==> src/rtl/fp_addsub_rne.sv <==
// fp_addsub_rne: multi-cycle floating-point adder/subtractor with round-to-nearest-even,
// flush-to-zero for denormals, NaN/Inf handling and exception flags.
module fp_addsub_rne #(
   parameter int unsigned EXP_W = 8,
   parameter int unsigned MAN_W = 23
) (
   input  logic                   clk,
   input  logic                   reset,
   input  logic                   start,
   input  logic [EXP_W+MAN_W:0]   a,
   input  logic [EXP_W+MAN_W:0]   b,
   input  logic                   op,
   output logic [EXP_W+MAN_W:0]   sum,
   output logic                   done,
   output logic                   busy,
   output logic [3:0]             flags
);
   localparam int unsigned W   = 1 + EXP_W + MAN_W;
   localparam int unsigned MW  = MAN_W + 5;   // carry, hidden, fraction, G, R, S
   localparam int unsigned EW  = EXP_W + 2;   // two guard bits for over/underflow
   localparam int unsigned HID = MAN_W + 3;
   localparam int unsigned CRY = MAN_W + 4;

   localparam logic [EXP_W-1:0] EXP_ONES = {EXP_W{1'b1}};
   localparam logic [EW-1:0]    EXP_MAX  = {2'b00, {EXP_W{1'b1}}};
   localparam logic [W-1:0]     QNAN     = {1'b0, {EXP_W{1'b1}}, 1'b1, {(MAN_W-1){1'b0}}};

   localparam logic [2:0] S_IDLE    = 3'd0;
   localparam logic [2:0] S_SPECIAL = 3'd1;
   localparam logic [2:0] S_ALIGN   = 3'd2;
   localparam logic [2:0] S_ADDSUB  = 3'd3;
   localparam logic [2:0] S_NORM    = 3'd4;
   localparam logic [2:0] S_ROUND   = 3'd5;
   localparam logic [2:0] S_DONE    = 3'd6;

   logic [2:0]       state, state_next;
   logic [W-1:0]     a_r, b_r;
   logic             sign_big, sign_small;
   logic [EW-1:0]    exp_r;
   logic [MW-1:0]    man_big, man_small;
   logic [EXP_W-1:0] diff;

   logic             sa, sb;
   logic [EXP_W-1:0] ea, eb;
   logic [MAN_W-1:0] fa, fb;
   logic             a_nan, b_nan, a_inf, b_inf, a_zero, b_zero;
   logic             a_ge;
   logic [EXP_W-1:0] exp_diff;
   logic [MW-1:0]    man_a, man_b;
   logic             spec_hit, spec_inv;
   logic [W-1:0]     spec_sum;
   logic             collapse;
   logic [MW-1:0]    add_res;
   logic             add_sign;
   logic             round_up, inexact;
   logic [MAN_W+1:0] rnd;
   logic [EW-1:0]    exp_fin;
   logic [MAN_W-1:0] frac_fin;
   logic [W-1:0]     res_sum;
   logic [3:0]       res_flags;

   assign {sa, ea, fa} = a_r;
   assign {sb, eb, fb} = b_r;
   assign a_nan  = (ea == EXP_ONES) && (fa != '0);
   assign b_nan  = (eb == EXP_ONES) && (fb != '0);
   assign a_inf  = (ea == EXP_ONES) && (fa == '0);
   assign b_inf  = (eb == EXP_ONES) && (fb == '0);
   assign a_zero = (ea == '0);
   assign b_zero = (eb == '0);
   assign a_ge     = (ea >= eb);
   assign exp_diff = a_ge ? (ea - eb) : (eb - ea);
   assign man_a    = {1'b0, 1'b1, fa, 3'b000};
   assign man_b    = {1'b0, 1'b1, fb, 3'b000};
   assign collapse = (diff > EXP_W'(MAN_W + 3));

   // Special-operand resolution (NaN, Inf, flushed zeros)
   always_comb begin
      spec_hit = 1'b1;
      spec_inv = 1'b0;
      spec_sum = '0;
      if (a_nan || b_nan || (a_inf && b_inf && (sa != sb))) begin
         spec_sum = QNAN;
         spec_inv = 1'b1;
      end else if (a_inf) begin
         spec_sum = a_r;
      end else if (b_inf) begin
         spec_sum = b_r;
      end else if (a_zero && b_zero) begin
         spec_sum = {sa & sb, (W-1)'(0)};
      end else if (a_zero) begin
         spec_sum = b_r;
      end else if (b_zero) begin
         spec_sum = a_r;
      end else begin
         spec_hit = 1'b0;
      end
   end

   // Sign-magnitude add or subtract of the aligned mantissas
   always_comb begin
      add_res  = man_big + man_small;
      add_sign = sign_big;
      if (sign_big != sign_small) begin
         if (man_big >= man_small) begin
            add_res = man_big - man_small;
         end else begin
            add_res  = man_small - man_big;
            add_sign = sign_small;
         end
      end
   end

   // Round-to-nearest-even and final packing with range checks
   always_comb begin
      round_up  = man_big[2] & (man_big[1] | man_big[0] | man_big[3]);
      rnd       = {1'b0, man_big[HID:3]} + (MAN_W+2)'(round_up);
      exp_fin   = exp_r + EW'(rnd[MAN_W+1]);
      frac_fin  = rnd[MAN_W+1] ? rnd[MAN_W:1] : rnd[MAN_W-1:0];
      inexact   = |man_big[2:0];
      res_sum   = {sign_big, exp_fin[EXP_W-1:0], frac_fin};
      res_flags = {3'b000, inexact};
      if (man_big == '0) begin
         res_sum   = '0;
         res_flags = '0;
      end else if (!exp_fin[EW-1] && (exp_fin >= EXP_MAX)) begin
         res_sum   = {sign_big, {EXP_W{1'b1}}, {MAN_W{1'b0}}};
         res_flags = 4'b0101;
      end else if (exp_fin[EW-1] || (exp_fin == '0)) begin
         res_sum   = {sign_big, (W-1)'(0)};
         res_flags = 4'b0011;
      end
   end

   // Next-state logic; start restarts from any state
   always_comb begin
      state_next = state;
      case (state)
         S_IDLE:    state_next = S_IDLE;
         S_SPECIAL: begin
            if (spec_hit)             state_next = S_DONE;
            else if (exp_diff != '0)  state_next = S_ALIGN;
            else                      state_next = S_ADDSUB;
         end
         S_ALIGN:   if (collapse || (diff == EXP_W'(1))) state_next = S_ADDSUB;
         S_ADDSUB: begin
            if ((add_res != '0) && (add_res[CRY] || !add_res[HID])) state_next = S_NORM;
            else                                                    state_next = S_ROUND;
         end
         S_NORM:    if (man_big[CRY] || man_big[HID-1]) state_next = S_ROUND;
         S_ROUND:   state_next = S_DONE;
         S_DONE:    state_next = S_DONE;
         default:   state_next = S_IDLE;
      endcase
      if (start) state_next = S_SPECIAL;
   end

   // State register
   always_ff @(posedge clk) begin
      if (reset) state <= S_IDLE;
      else       state <= state_next;
   end

   // Datapath and registered outputs
   always_ff @(posedge clk) begin
      if (reset) begin
         a_r        <= '0;
         b_r        <= '0;
         sign_big   <= 1'b0;
         sign_small <= 1'b0;
         exp_r      <= '0;
         man_big    <= '0;
         man_small  <= '0;
         diff       <= '0;
         sum        <= '0;
         done       <= 1'b0;
         busy       <= 1'b0;
         flags      <= '0;
      end else if (start) begin
         a_r   <= a;
         b_r   <= {b[W-1] ^ op, b[W-2:0]};
         done  <= 1'b0;
         busy  <= 1'b1;
         flags <= '0;
      end else begin
         case (state)
            S_SPECIAL: begin
               if (spec_hit) begin
                  sum   <= spec_sum;
                  flags <= {spec_inv, 3'b000};
                  done  <= 1'b1;
                  busy  <= 1'b0;
               end else if (a_ge) begin
                  man_big    <= man_a;
                  man_small  <= man_b;
                  sign_big   <= sa;
                  sign_small <= sb;
                  exp_r      <= {2'b00, ea};
               end else begin
                  man_big    <= man_b;
                  man_small  <= man_a;
                  sign_big   <= sb;
                  sign_small <= sa;
                  exp_r      <= {2'b00, eb};
               end
               diff <= exp_diff;
            end
            S_ALIGN: begin
               if (collapse) begin
                  man_small <= MW'(1);
               end else begin
                  man_small <= (man_small >> 1) | MW'(man_small[0]);
                  diff      <= diff - EXP_W'(1);
               end
            end
            S_ADDSUB: begin
               man_big  <= add_res;
               sign_big <= add_sign;
            end
            S_NORM: begin
               if (man_big[CRY]) begin
                  man_big <= (man_big >> 1) | MW'(man_big[0]);
                  exp_r   <= exp_r + EW'(1);
               end else begin
                  man_big <= man_big << 1;
                  exp_r   <= exp_r - EW'(1);
               end
            end
            S_ROUND: begin
               sum   <= res_sum;
               flags <= res_flags;
               done  <= 1'b1;
               busy  <= 1'b0;
            end
            default: ;
         endcase
      end
   end

endmodule
==> config.mk <==
export PLATFORM = sky130hd
export DESIGN_NAME = fp_addsub_rne
export DESIGN_NICKNAME = d
export VERILOG_FILES = /design/src/rtl/fp_addsub_rne.sv
export SDC_FILE = /design/constraint.sdc
export NUM_CORES = 1
export LEC_CHECK = 0
export CORE_ASPECT_RATIO = 1.75
export CORE_MARGIN = 5
export CORE_UTILIZATION = 43
export CTS_BUF_LIST = sky130_fd_sc_hd__clkbuf_2 sky130_fd_sc_hd__clkbuf_4 sky130_fd_sc_hd__clkbuf_8
export CTS_CLUSTER_SIZE = 40
export DETAILED_ROUTE_END_ITERATION = 8
export SLEW_MARGIN = 25
export SYNTH_ARGS = -nofsm -noshare
export SYNTH_HDL_FRONTEND = slang
export SYNTH_SLANG_ARGS = --single-unit
==> constraint.sdc <==
create_clock -name clk -period 10.14 [get_ports clk]
set_clock_uncertainty 0.1 [all_clocks]
set_input_delay 3.042 -clock clk [delete_from_list [all_inputs] [get_ports clk]]
set_output_delay 3.042 -clock clk [all_outputs]
set_load 0.01 [all_outputs]
# Word-level counts from Yosys, hierarchy flattened
# Index checks and enable logic that the tools add are counted.
# totals
input_bits	68
ff_bits	181
ram_bits	0
output_inout_bits	38
memories	0
romBits	0
elab_cells	164
latch_bits	0
# classes
div_mod_pow	0
order_cmp	4
n_reduce_logical	47
mul	0
mux	59
eq_ne	21
bitwise	9
add_sub_neg	10
n_shift	0
# op_table
operator	count
32-bit 2-to-1 mux	8
28-bit 2-to-1 mux	5
28-bit one-hot mux with 3 select lines	1
32-bit one-hot mux with 2 select lines	1
31-bit 2-to-1 mux	2
28-bit one-hot mux with 2 select lines	1
28-bit subtractor	2
27-bit by 1-bit bitwise OR with 27-bit output	2
26-bit 2-to-1 mux	2
23-bit zero test	2
23-bit nonzero test	2
28-bit adder	1
28-bit >= comparator	1
28-bit zero test	1
28-bit nonzero test	1
27-bit 2-to-1 mux	1
24-bit by 1-bit adder with 25-bit output	1
8-bit 2-to-1 mux	3
23-bit 2-to-1 mux	1
10-bit 2-to-1 mux	2
10-bit one-hot mux with 2 select lines	1
1-bit 2-to-1 mux	18
3-bit AND reduction	6
8-bit equality test (second input constant)	2
other kinds (38)	83

# Logic depth before layout (Yosys ltp)
# Gate-level depths: netlist (run 1).
# logic_depth
ltp_word	11
depth_mapped	23
ltp_nobuf	21

# Least setup slack after synthesis (run 1)
# Ideal clock, no wire load.
# synth_timing
kind	in2reg
startpoint	input port start
endpoint	register a_r[0]
t_arrival_ps	4418
required_time_ps	9912
cell_stages	5
path_buffers	3
setup_ps	128
path_slack_ps	5495
path_cell_list	clkbuf_1 > clkbuf_1 > buf_1 > mux2i_1 > nor2_1
# synth_rtl
item	line	source
start, declared	9	input logic start,
end signal, assigned	166	a_r <= '0;
end signal, assigned	179	a_r <= a;
end, declared	37	logic [W-1:0] a_r, b_r;

# Worst setup path after layout (run 1)
# layout_timing
startpoint	register man_big[2]
endpoint	register sum[17]
# layout_between
elab_chain_len	9
elab_cells_between_ends	14
classes_between	add/sub (2); order compare (1); mux (5); bitwise (1); reduce/logical (5)
# layout_rtl
item	line	source
start, declared	40	logic [MW-1:0] man_big, man_small;
start signal, assigned	193	man_big <= man_a;
start signal, assigned	199	man_big <= man_b;
start signal, assigned	216	man_big <= add_res;
parallel branches: the longest is 7 deep, another holds 24-bit by 1-bit adder with 25-bit output	--	
32-bit 2-to-1 mux (*)	122	if (man_big == '0) begin
32-bit one-hot mux with 2 select lines (*)	185	case (state)
end signal, assigned	188	sum <= spec_sum;
end signal, assigned	229	sum <= res_sum;
end, declared	13	output logic [EXP_W+MAN_W:0] sum,
# Every way passes the cells marked *.
# A chain may end at the register's enable or synchronous reset.

==> results of run 1 <==
==> power groups by stage <==
stage,logic (mW),clock network [mW],registers (mW)
final,0.926,0.487,0.810
after global routing,0.982,0.522,0.815
after CTS,0.907,0.494,0.808
after detailed placement,0.903,0,0.825
after global placement,0.902,0,0.824
after floorplan,0.611,0,0.795
==> cell usage in the layout (no fill, tap or decap), drive strengths merged, types with 26 or more instances in the layout <==
cell type	instances
nor2	261
dfxtp	180
a21oi	155
inv	124
mux2i	121
ha	111
o21ai	111
clkdlybuf4s50	103
nand2	99
nor4	63
a211oi	61
xnor2	60
nor3	59
nand3	38
a221oi	38
o221ai	29
buf	29
mux2	27
nand4	26
==> layout make-up <==
cell class / instances / area share
sequential: 180 / 0.213
tap: 465 / 0.0344
antenna: 1 / 0.000148
multi-input combinational: 1558 / 0.630
inverter: 123 / 0.0273
timing repair buffer: 132 / 0.0740
clock inverter: 12 / 0.00636
clock buffer: 19 / 0.0151
==> cells by family after synthesis <==
kind of cell / synth area share
simple gates: 0.198
compound gates: 0.261
buf+inv: 0.0664
flops: 0.237
mux: 0.0996
fa+ha+maj: 0.0992
xor+xnor: 0.0392
==> registers in the layout (all words and copies together) (netlist names) <==
register / cells
diff: 8
sign_big: 1
exp_r: 10
a_r: 32
state: 3
man_big: 28
sign_small: 1
b_r: 32
sum: 32
man_small: 27
busy: 1
flags: 4
done: 1
==> per-layer routing <==
| layer | global-route usage | share of wire | vias to the layer above |
|---|---|---|---|
| li1 | - | - | 7367 |
| met1 | 0.324 | 0.36 | 7492 |
| met3 | 0.0307 | 0.045 | 197 |
| met4 | 0.199 | 0.072 | 0 |
| met5 | 0 | 0 | - |
| met2 | 0.587 | 0.53 | 666 |
==> worst register-to-register path: stages (launching register included) <==
cell and delay [ns]:
dfxtp_1 0.73, inv_1 0.20, nor2_1 0.29, ha_1 0.24
and3_1 0.20, and3_1 0.27, nand2_1 0.20, or3_1 0.42
buf_4 0.20, inv_1 0.13, ha_1 0.23, ha_1 0.32
nand2_1 0.10, nor3_1 0.31, nor2_1 0.08, a41oi_1 0.21
o211ai_1 0.20, nor2_1 0.40, nand2b_1 0.35, nand2b_1 0.50
o21ai_0 0.39, o21ai_0 0.14, nor2_1 0.10
==> stage by stage <==
step | area (um2) | utilization | cells | worst slack, ns
finish | 16900 | 0.483 | 2490 | 3.78
global route | 16900 | 0.483 | 2490 | 3.36
CTS | 16900 | 0.483 | 2489 | 3.83
detailed placement | 16600 | 0.472 | 2458 | 3.88
global placement | 16600 | 0.472 | 2458 | 3.79
floorplan | 15200 | - | 1999 | 5.49
==> worst paths after layout <==
kind | from | end | slack (ns) | cells after the start
min | done | done | 0.36 | 2
min reg2reg | done | done | 0.36 | 2
max | man_big[2] | sum[17] | 3.78 | 22
max reg2reg | man_big[2] | sum[17] | 3.78 | 22
==> impl_metrics.py, run 1 <==
metrics = {
    "cts": {
        "cts_setup_buffers": 0,
        "clock_tree_from_tritoncts": "built",
        "cts_max_level": 4,
        "cts_hold_repair.buffers": 0,
        "cts-root-buf": "clkbuf_8",
        "numClockSinks": 180,
        "post_cts.resized_instances": 0,
        "cts-buffers-inserted": 17,
        "cts.clk_slew.worst_paths_ns": 0.10,
        "clock_insertion_delay_worst_skew_ns": 0.51,
        "cts_buffer_depth": 2,
    },
    "finish": {
        "final-seq-area_um2": 3600,
        "multi_input_comb_area_um2": 10700,
        "fillerInstances": 3632,
        "syn_to_final_growth_pct": 11.3,
        "final_net_count": 2197,
        "layout-drive-gt1-share": 0.0568,
    },
    "routing": {
        "antenna_violating_nets_post_route": 0,
        "firstDrtPassIters": 5,
        "vias_per_cell": 6.31,
        "drt_first_iter_violations": 1169,
        "routedWlPerCell_um": 25.4,
        "drc_viols": 0,
        "total_routed_length_um": 63300,
        "routed-via-count": 15700,
    },
    "setup_path": {
        "critPathKind": "reg2reg",
        "crit_top_cell": "nor2_1",
        "cp_data_arrival_time_ns": 6.69,
        "timing.critical_path.max_delay_family": "simple AND/OR/NAND/NOR gates",
        "cp-start-kind": "flop",
        "path_cells": "inv_1 -> nor2_1 -> ha_1 -> and3_1 -> and3_1 -> nand2_1 -> or3_1 -> buf_4 -> inv_1 -> ha_1 -> ha_1 -> nand2_1 -> nor3_1 -> nor2_1 -> a41oi_1 -> o211ai_1 -> nor2_1 -> nand2b_1 -> nand2b_1 -> o21ai_0 -> o21ai_0 -> nor2_1",
        "timing.critical_path.to_type": "flop",
        "max_stage_delay_ns": 0.73,
        "timing.critical_path.required_ns": 10.48,
        "critical_path_peak_fanout": 11,
        "crit_buf_inv": 3,
        "slowest_stage": "dfxtp_1",
    },
    "pwr": {
        "power.leakage_nw": 6.52,
        "power_switching_uw": 936,
        "internal_cell_power_mw": 1.29,
        "p_per_area_nw_per_um2": 131,
        "p_sw_frac": 0.421,
        "clock_power_share": 0.219,
        "seq_power_share": 0.365,
        "design_power_total_mw": 2.22,
        "ir_worst_vdd_mv": 0.140,
        "comb_power_share": 0.417,
    },
    "global_routing": {
        "grt.overflow.total": 0,
        "grt_start_max_net_pins": 100,
        "grt_pass1_vias": 15500,
        "groute.usage.overall": 0.310,
        "initial_antenna_violation_count": 1,
        "grt_pass1_wl_um": 95100,
    },
    "floorplanning": {
        "die_w_um": 152,
        "initial_core_util": 0.434,
        "fp.dieH_um": 259,
        "floorplan.io_pins": 106,
        "core.rowCount": 91,
        "die_area_um2": 39400,
        "core_area_um2": 35100,
    },
    "timing": {
        "rsz0062_at_grt": "false",
        "timing.slew.headroom": 0.285,
        "fin_crit_sh": 0.627,
        "finish_stage_setup_viols": 0,
        "setup_tns_ns": 0,
        "holdWs_ns": 0.356,
        "final.min_clock_period_ns": 6.36,
        "achievable-frequency_mhz": 157,
        "final_hold_viol_count": 0,
        "tightest_slew_ns": 1.07,
        "slew_viol_final": 0,
    },
    "logic_synthesis": {
        "synth-async-reset-ratio": 0,
        "synthesis.area_per_instance_um2": 7.61,
        "synth_cell_types": 83,
        "synth.most_common_cell": "nor2_1",
        "synth_enable_flop_cells": 0,
        "synth_area_leader_cell": "dfxtp_1",
        "postSynthCellCount": 1999,
        "synth_sequential_area_ratio": 0.237,
        "synth.net_count": 2184,
        "post-synth-top-area-fraction": 0.237,
        "netlist_top_cells_area": "dfxtp_1, ha_1, mux2i_1, nor2_1, a21oi_1",
        "ys.warnings.count": 0,
        "yosys_most_used_dff": "dfxtp_1",
        "ys_ff_latch": 180,
        "synth.cell_area_um2": 15200,
        "most_used_standard_cells_in_the_synthesized_netlist": "nor2_1, dfxtp_1, a21oi_1",
    },
    "status": {
        "status": "completed",
    },
    "placed_design": {
        "gp_routability_congestion": 0.977,
        "portBuffers": 105,
        "post_detailed_placement_half_perimeter_wirelength_um": 49800,
    },
    "min_path": {
        "holdCritPathClass": "reg2reg",
    },
    "flow_run": {
        "maxCapViolCount": 0,
    },
}
No activity file was read; power rests on OpenSTA's default activity.
==> inputs of run 2 (changes only) <==
==> constraint.sdc (replaced) <==
create_clock -name clk -period 6.6 [get_ports clk]
set_clock_uncertainty 0.1 [all_clocks]
set_input_delay 1.98 -clock clk [delete_from_list [all_inputs] [get_ports clk]]
set_output_delay 1.98 -clock clk [all_outputs]
set_load 0.01 [all_outputs]
==> run 2 against run 1 <==
Compared with the run above: non-clock buffer count grew 8; maximum frequency grew 14%; cell area grew 0.69%; core utilization grew 0.34 points; combinational power grew 54%; critical endpoint is now sum[1]; largest cell class unchanged; highest routed layer unchanged.
==> impl_metrics.py, run 2 (synthesis results as in run 1) <==
metrics = {
    "status": {
        "status": "completed",
    },
    "timing": {
        "achievable-frequency_mhz": 179,
        "setup_ws_ns": 1.01,
        "tightest_slew_ns": 1.13,
        "final_hold_viol_count": 0,
        "slew_viol_final": 0,
        "fin_crit_sh": 0.847,
        "rsz0062_at_grt": "false",
        "timing.slew.headroom": 0.245,
        "final.min_clock_period_ns": 5.59,
        "setup_tns_ns": 0,
        "finish_stage_setup_viols": 0,
    },
    "cts": {
        "cts_max_level": 4,
        "clock_insertion_delay_worst_skew_ns": 0.52,
        "cts_buffer_depth": 2,
        "cts_setup_buffers": 0,
        "cts_hold_repair.buffers": 0,
        "cts.clk_slew.worst_paths_ns": 0.11,
        "cts-buffers-inserted": 17,
        "clock_tree_from_tritoncts": "built",
        "cts-root-buf": "clkbuf_8",
        "numClockSinks": 180,
        "post_cts.resized_instances": 0,
    },
    "setup_path": {
        "max_stage_delay_ns": 0.52,
        "path_cells": "inv_1 -> nor2_1 -> ha_1 -> and3_1 -> and3_1 -> nand2_1 -> or3_1 -> buf_4 -> inv_1 -> ha_1 -> nand2_1 -> o21a_1 -> nor4_1 -> a41oi_1 -> o211ai_1 -> nor2_1 -> nand2b_1 -> nand2b_1 -> inv_1 -> a21oi_1 -> nor3_1",
        "critPathKind": "reg2reg",
        "critical_path_peak_fanout": 11,
        "cp_data_arrival_time_ns": 5.87,
        "timing.critical_path.to_type": "flop",
        "timing.critical_path.required_ns": 6.87,
        "worst_r2r_endpoint": "sum[1]",
        "worst-r2r-setup-slack_ns": 1.01,
        "slowest_stage": "dfxtp_1",
        "worst_r2r_startpoint": "man_big[2]",
        "crit_top_cell": "inv_1",
        "setup.worst_path.end": "sum[1]",
        "cp-start-kind": "flop",
        "worst-r2r-cell-count": 21,
        "source_of_the_critical_timing_path": "man_big[2]",
    },
    "routing": {
        "routedWlPerCell_um": 25.2,
        "drt_first_iter_violations": 1154,
        "routed-via-count": 15900,
        "drc_viols": 0,
        "antenna_violating_nets_post_route": 0,
        "vias_per_cell": 6.37,
        "total_routed_length_um": 63000,
        "firstDrtPassIters": 6,
    },
    "placed_design": {
        "post_detailed_placement_half_perimeter_wirelength_um": 49500,
        "gp_routability_congestion": 0.955,
        "detailedPlace.worstSlack_ns": 1.11,
        "numPlacedInstances": 2466,
        "portBuffers": 105,
    },
    "flow_run": {
        "maxCapViolCount": 0,
    },
    "finish": {
        "multi_input_comb_area_um2": 10700,
        "syn_to_final_growth_pct": 12.0,
        "final_net_count": 2205,
        "layout-drive-gt1-share": 0.0610,
        "final_common_cell": "nor2_1",
        "finish.cell_count_without_fillers": 2499,
        "largestRegisters": "a_r x32, b_r x32, sum x32",
        "final-seq-area_um2": 3600,
        "layout.cells.most_common_list": "nor2_1, dfxtp_1, a21oi_1, inv_1, mux2i_1",
        "fillerInstances": 3611,
    },
    "min_path": {
        "holdCritPathClass": "reg2reg",
    },
    "global_routing": {
        "initial_antenna_violation_count": 1,
        "grt_pass1_wl_um": 94100,
        "groute.usage.overall": 0.306,
        "grt_pass1_vias": 15800,
        "grt_start_max_net_pins": 101,
        "grt.overflow.total": 0,
    },
    "floorplanning": {
        "floorplan.io_pins": 106,
        "fp.dieH_um": 259,
        "core.rowCount": 91,
        "die_w_um": 152,
        "core_area_um2": 35100,
        "initial_core_util": 0.434,
        "die_area_um2": 39400,
    },
    "pwr": {
        "ir_worst_vdd_mv": 0.156,
        "p_per_area_nw_per_um2": 206,
        "power.leakage_nw": 6.58,
        "design_power_total_mw": 3.51,
    },
}
-- run 2: metrics by stage --
stage	area [um2]	utilization	hold slack (ns)
finish	17000	0.486	0.349
global route	17000	0.486	0.375
detailed placement	16600	0.474	0.336
global placement	16600	0.474	0.335
CTS	17000	0.486	0.351
floorplan	15200	-	0.370
-- run 2: worst max-delay path, delay by kind of cell (launching register included) --
kind                       cells  cell delay, ns
AOI/OAI and AO/OA              4            0.96
adders and majority gates      2            0.43
buffers and inverters          4            0.58
DFF                            1            0.52
and+or+nand+nor               11            2.83
-- run 2: report_power, final --
group	leakage, nW	switching [mW]	internal [mW]	total (mW)
logic	4.90	0.896	0.530	1.43
registers	1.47	0.101	1.14	1.24
clock network	0.211	0.481	0.359	0.840
total	6.58	1.48	2.03	3.51
-- run 2: layout make-up --
type                    count  area share
inverters                 123      0.0271
diodes                      1    0.000147
repair buffers            140      0.0770
clock buffers              18      0.0145
flip-flops and latches    180       0.212
well taps                 465      0.0341
clock inverters            14      0.0101
multi-input cells        1558       0.625
-- run 2: worst min path at each step --
stage | start | endpoint | slack (ns) | depth (start not counted)
floorplan | done | done | 0.37 | 2
global placement | done | done | 0.33 | 2
detailed placement | done | done | 0.34 | 2
CTS | done | done | 0.35 | 2
global route | flags[2] | flags[2] | 0.37 | 2
finish | done | done | 0.35 | 2
-- run 2: routing by layer --
layer  share of wire  GRT usage  vias to the layer above  routed length [um]
met3           0.046     0.0373                      251                2930
met4           0.090      0.244                        0                5690
met2            0.52      0.566                      715               32500
met1            0.35      0.307                     7554               21900
li1                -          -                     7391                   -
met5               0          0                        -                   0
==> inputs of run 3 (changes only) <==
==> constraint.sdc (replaced) <==
create_clock -name clk -period 4.92 [get_ports clk]
set_clock_uncertainty 0.1 [all_clocks]
set_input_delay 1.476 -clock clk [delete_from_list [all_inputs] [get_ports clk]]
set_output_delay 1.476 -clock clk [all_outputs]
set_load 0.01 [all_outputs]
==> run 3 against run 2 <==
Compared with the run above: maximum frequency rose by 19%; combinational power rose by 48%; final cell count rose by 2.7%; sequential share of layout area fell by 0.68 points; sequential power rose by 33%; global-route usage rose by 0.45 points; die area did not move; critical path type unchanged; cell area rose by 3.3%; clock-buffer cell count rose by 1; wire length rose by 1.7%.
==> impl_metrics.py, run 3 (synthesis results as in run 1) <==
metrics = {
    "placed_design": {
        "post_detailed_placement_half_perimeter_wirelength_um": 51000,
        "gp_routability_congestion": 0.961,
        "portBuffers": 105,
        "postPlaceCellArea_um2": 17100,
        "detailedPlace.worstSlack_ns": 0.113,
        "numPlacedInstances": 2533,
    },
    "routing": {
        "firstDrtPassIters": 6,
        "vias_per_cell": 6.29,
        "routed-via-count": 16200,
        "total_routed_length_um": 64100,
        "antenna_violating_nets_post_route": 0,
        "drt_first_iter_violations": 1225,
        "drc_viols": 0,
        "routedWlPerCell_um": 25.0,
    },
    "setup_path": {
        "critical_path_peak_fanout": 12,
        "cp-start-kind": "flop",
        "critPathKind": "reg2reg",
        "timing.critical_path.required_ns": 5.19,
        "timing.critical_path.to_type": "flop",
        "path_cells": "buf_4 -> inv_1 -> ha_1 -> and4_1 -> nand4_2 -> o41a_1 -> o311ai_2 -> nor2_2 -> buf_12 -> a2111o_1 -> a311oi_4 -> xnor2_1 -> and3_1 -> a221oi_2 -> o31ai_1",
        "slowest_stage": "ha_1",
        "max_stage_delay_ns": 0.54,
        "cp_data_arrival_time_ns": 4.99,
    },
    "finish": {
        "fin_util": 0.502,
        "layout.cells.most_common_list": "nor2_1, dfxtp_1, a21oi_1, inv_1, mux2i_1",
        "fillerInstances": 3587,
        "final_common_cell": "nor2_1",
        "final_area_um2": 17600,
        "finish.cell_count_without_fillers": 2567,
        "largestRegisters": "a_r x32, b_r x32, sum x32",
        "syn_to_final_growth_pct": 15.7,
        "final_net_count": 2272,
        "layout-drive-gt1-share": 0.0952,
    },
    "cts": {
        "cts_max_level": 4,
        "clock_tree_from_tritoncts": "built",
        "clock_insertion_delay_worst_skew_ns": 0.49,
        "cts.clk_slew.worst_paths_ns": 0.10,
        "cts_buffer_depth": 2,
        "cts_setup_buffers": 0,
        "numClockSinks": 180,
        "cts-buffers-inserted": 17,
        "cts-root-buf": "clkbuf_8",
    },
    "pwr": {
        "ir_worst_vdd_mv": 0.222,
        "p_per_area_nw_per_um2": 274,
        "power.leakage_nw": 6.90,
    },
    "timing": {
        "rsz0062_at_grt": "false",
        "slew_viol_final": 0,
        "setup_ws_ns": 0.205,
        "timing.slew.headroom": 0.319,
        "achievable-frequency_mhz": 212,
        "fin_crit_sh": 0.958,
        "final_hold_viol_count": 0,
        "finish_stage_setup_viols": 0,
        "setup_tns_ns": 0,
        "final.min_clock_period_ns": 4.72,
        "tightest_slew_ns": 1.01,
    },
    "floorplanning": {
        "core_area_um2": 35100,
        "floorplan.io_pins": 106,
        "fp.dieH_um": 259,
        "die_area_um2": 39400,
        "core.rowCount": 91,
        "initial_core_util": 0.434,
        "die_w_um": 152,
    },
    "global_routing": {
        "grt_start_max_net_pins": 88,
        "grt.overflow.total": 0,
        "grt_pass1_wl_um": 95800,
        "groute.usage.overall": 0.311,
        "initial_antenna_violation_count": 1,
        "grt_pass1_vias": 16100,
    },
    "min_path": {
        "holdCritPathClass": "reg2reg",
    },
    "flow_run": {
        "maxCapViolCount": 0,
    },
    "status": {
        "status": "completed",
    },
}
run 3: worst max-delay path, delay by kind of cell, from the launching register on:
kind	cells	cell delay, ns
AOI/OAI and AO/OA	6	2.01
and+or+nand+nor	4	0.94
adders and majority gates	1	0.54
buffers and inverters	3	0.45
DFF	1	0.34
xor gates and xnor gates	1	0.18
run 3: metal layers:
layer / vias up / wire length, um / GRT usage / part of all wire
met3: 209 / 3430 / 0.0348 / 0.054
met1: 7684 / 22200 / 0.319 / 0.35
met2: 737 / 33200 / 0.588 / 0.52
li1: 7522 / - / - / -
met5: - / 0 / 0 / 0
met4: 0 / 5190 / 0.206 / 0.081
run 3: what timing repair did:
action                     in CTS  in global routing
resized for setup               0                 12
setup endpoints to repair       0                 25
hold buffers                    0                  0
run 3: power breakdown:
part	internal, mW	switching (mW)
Clock	0.469	0.592
Combinational	0.828	1.28
Sequential	1.53	0.117
Total	2.83	1.99
run 3: layout make-up:
class,count,area (um2),share of cell area
flip-flops and latches,180,3600,0.205
repair buffers,207,1840,0.105
clock inverters,13,149,0.00846
well taps,465,582,0.0330
multi-input cells,1558,10700,0.609
clock buffers,19,249,0.0141
inverters,123,462,0.0262
diodes,2,5.00,0.000284
run 3: final timing paths:
kind | slack (ns) | depth (start not counted) | start | to
min reg2reg | 0.35 | 2 | done | done
max reg2reg | 0.20 | 15 | man_big[15] | state[0]
max | 0.20 | 15 | man_big[15] | state[0]
min | 0.35 | 2 | done | done
run 3: metrics by stage:
step                      hold slack, ns  power [mW]
after floorplan                    0.370        2.90
after global placement             0.337        3.73
after detailed placement           0.348        3.72
after CTS                          0.362        4.78
after global routing               0.396        5.02
final                              0.354        4.82
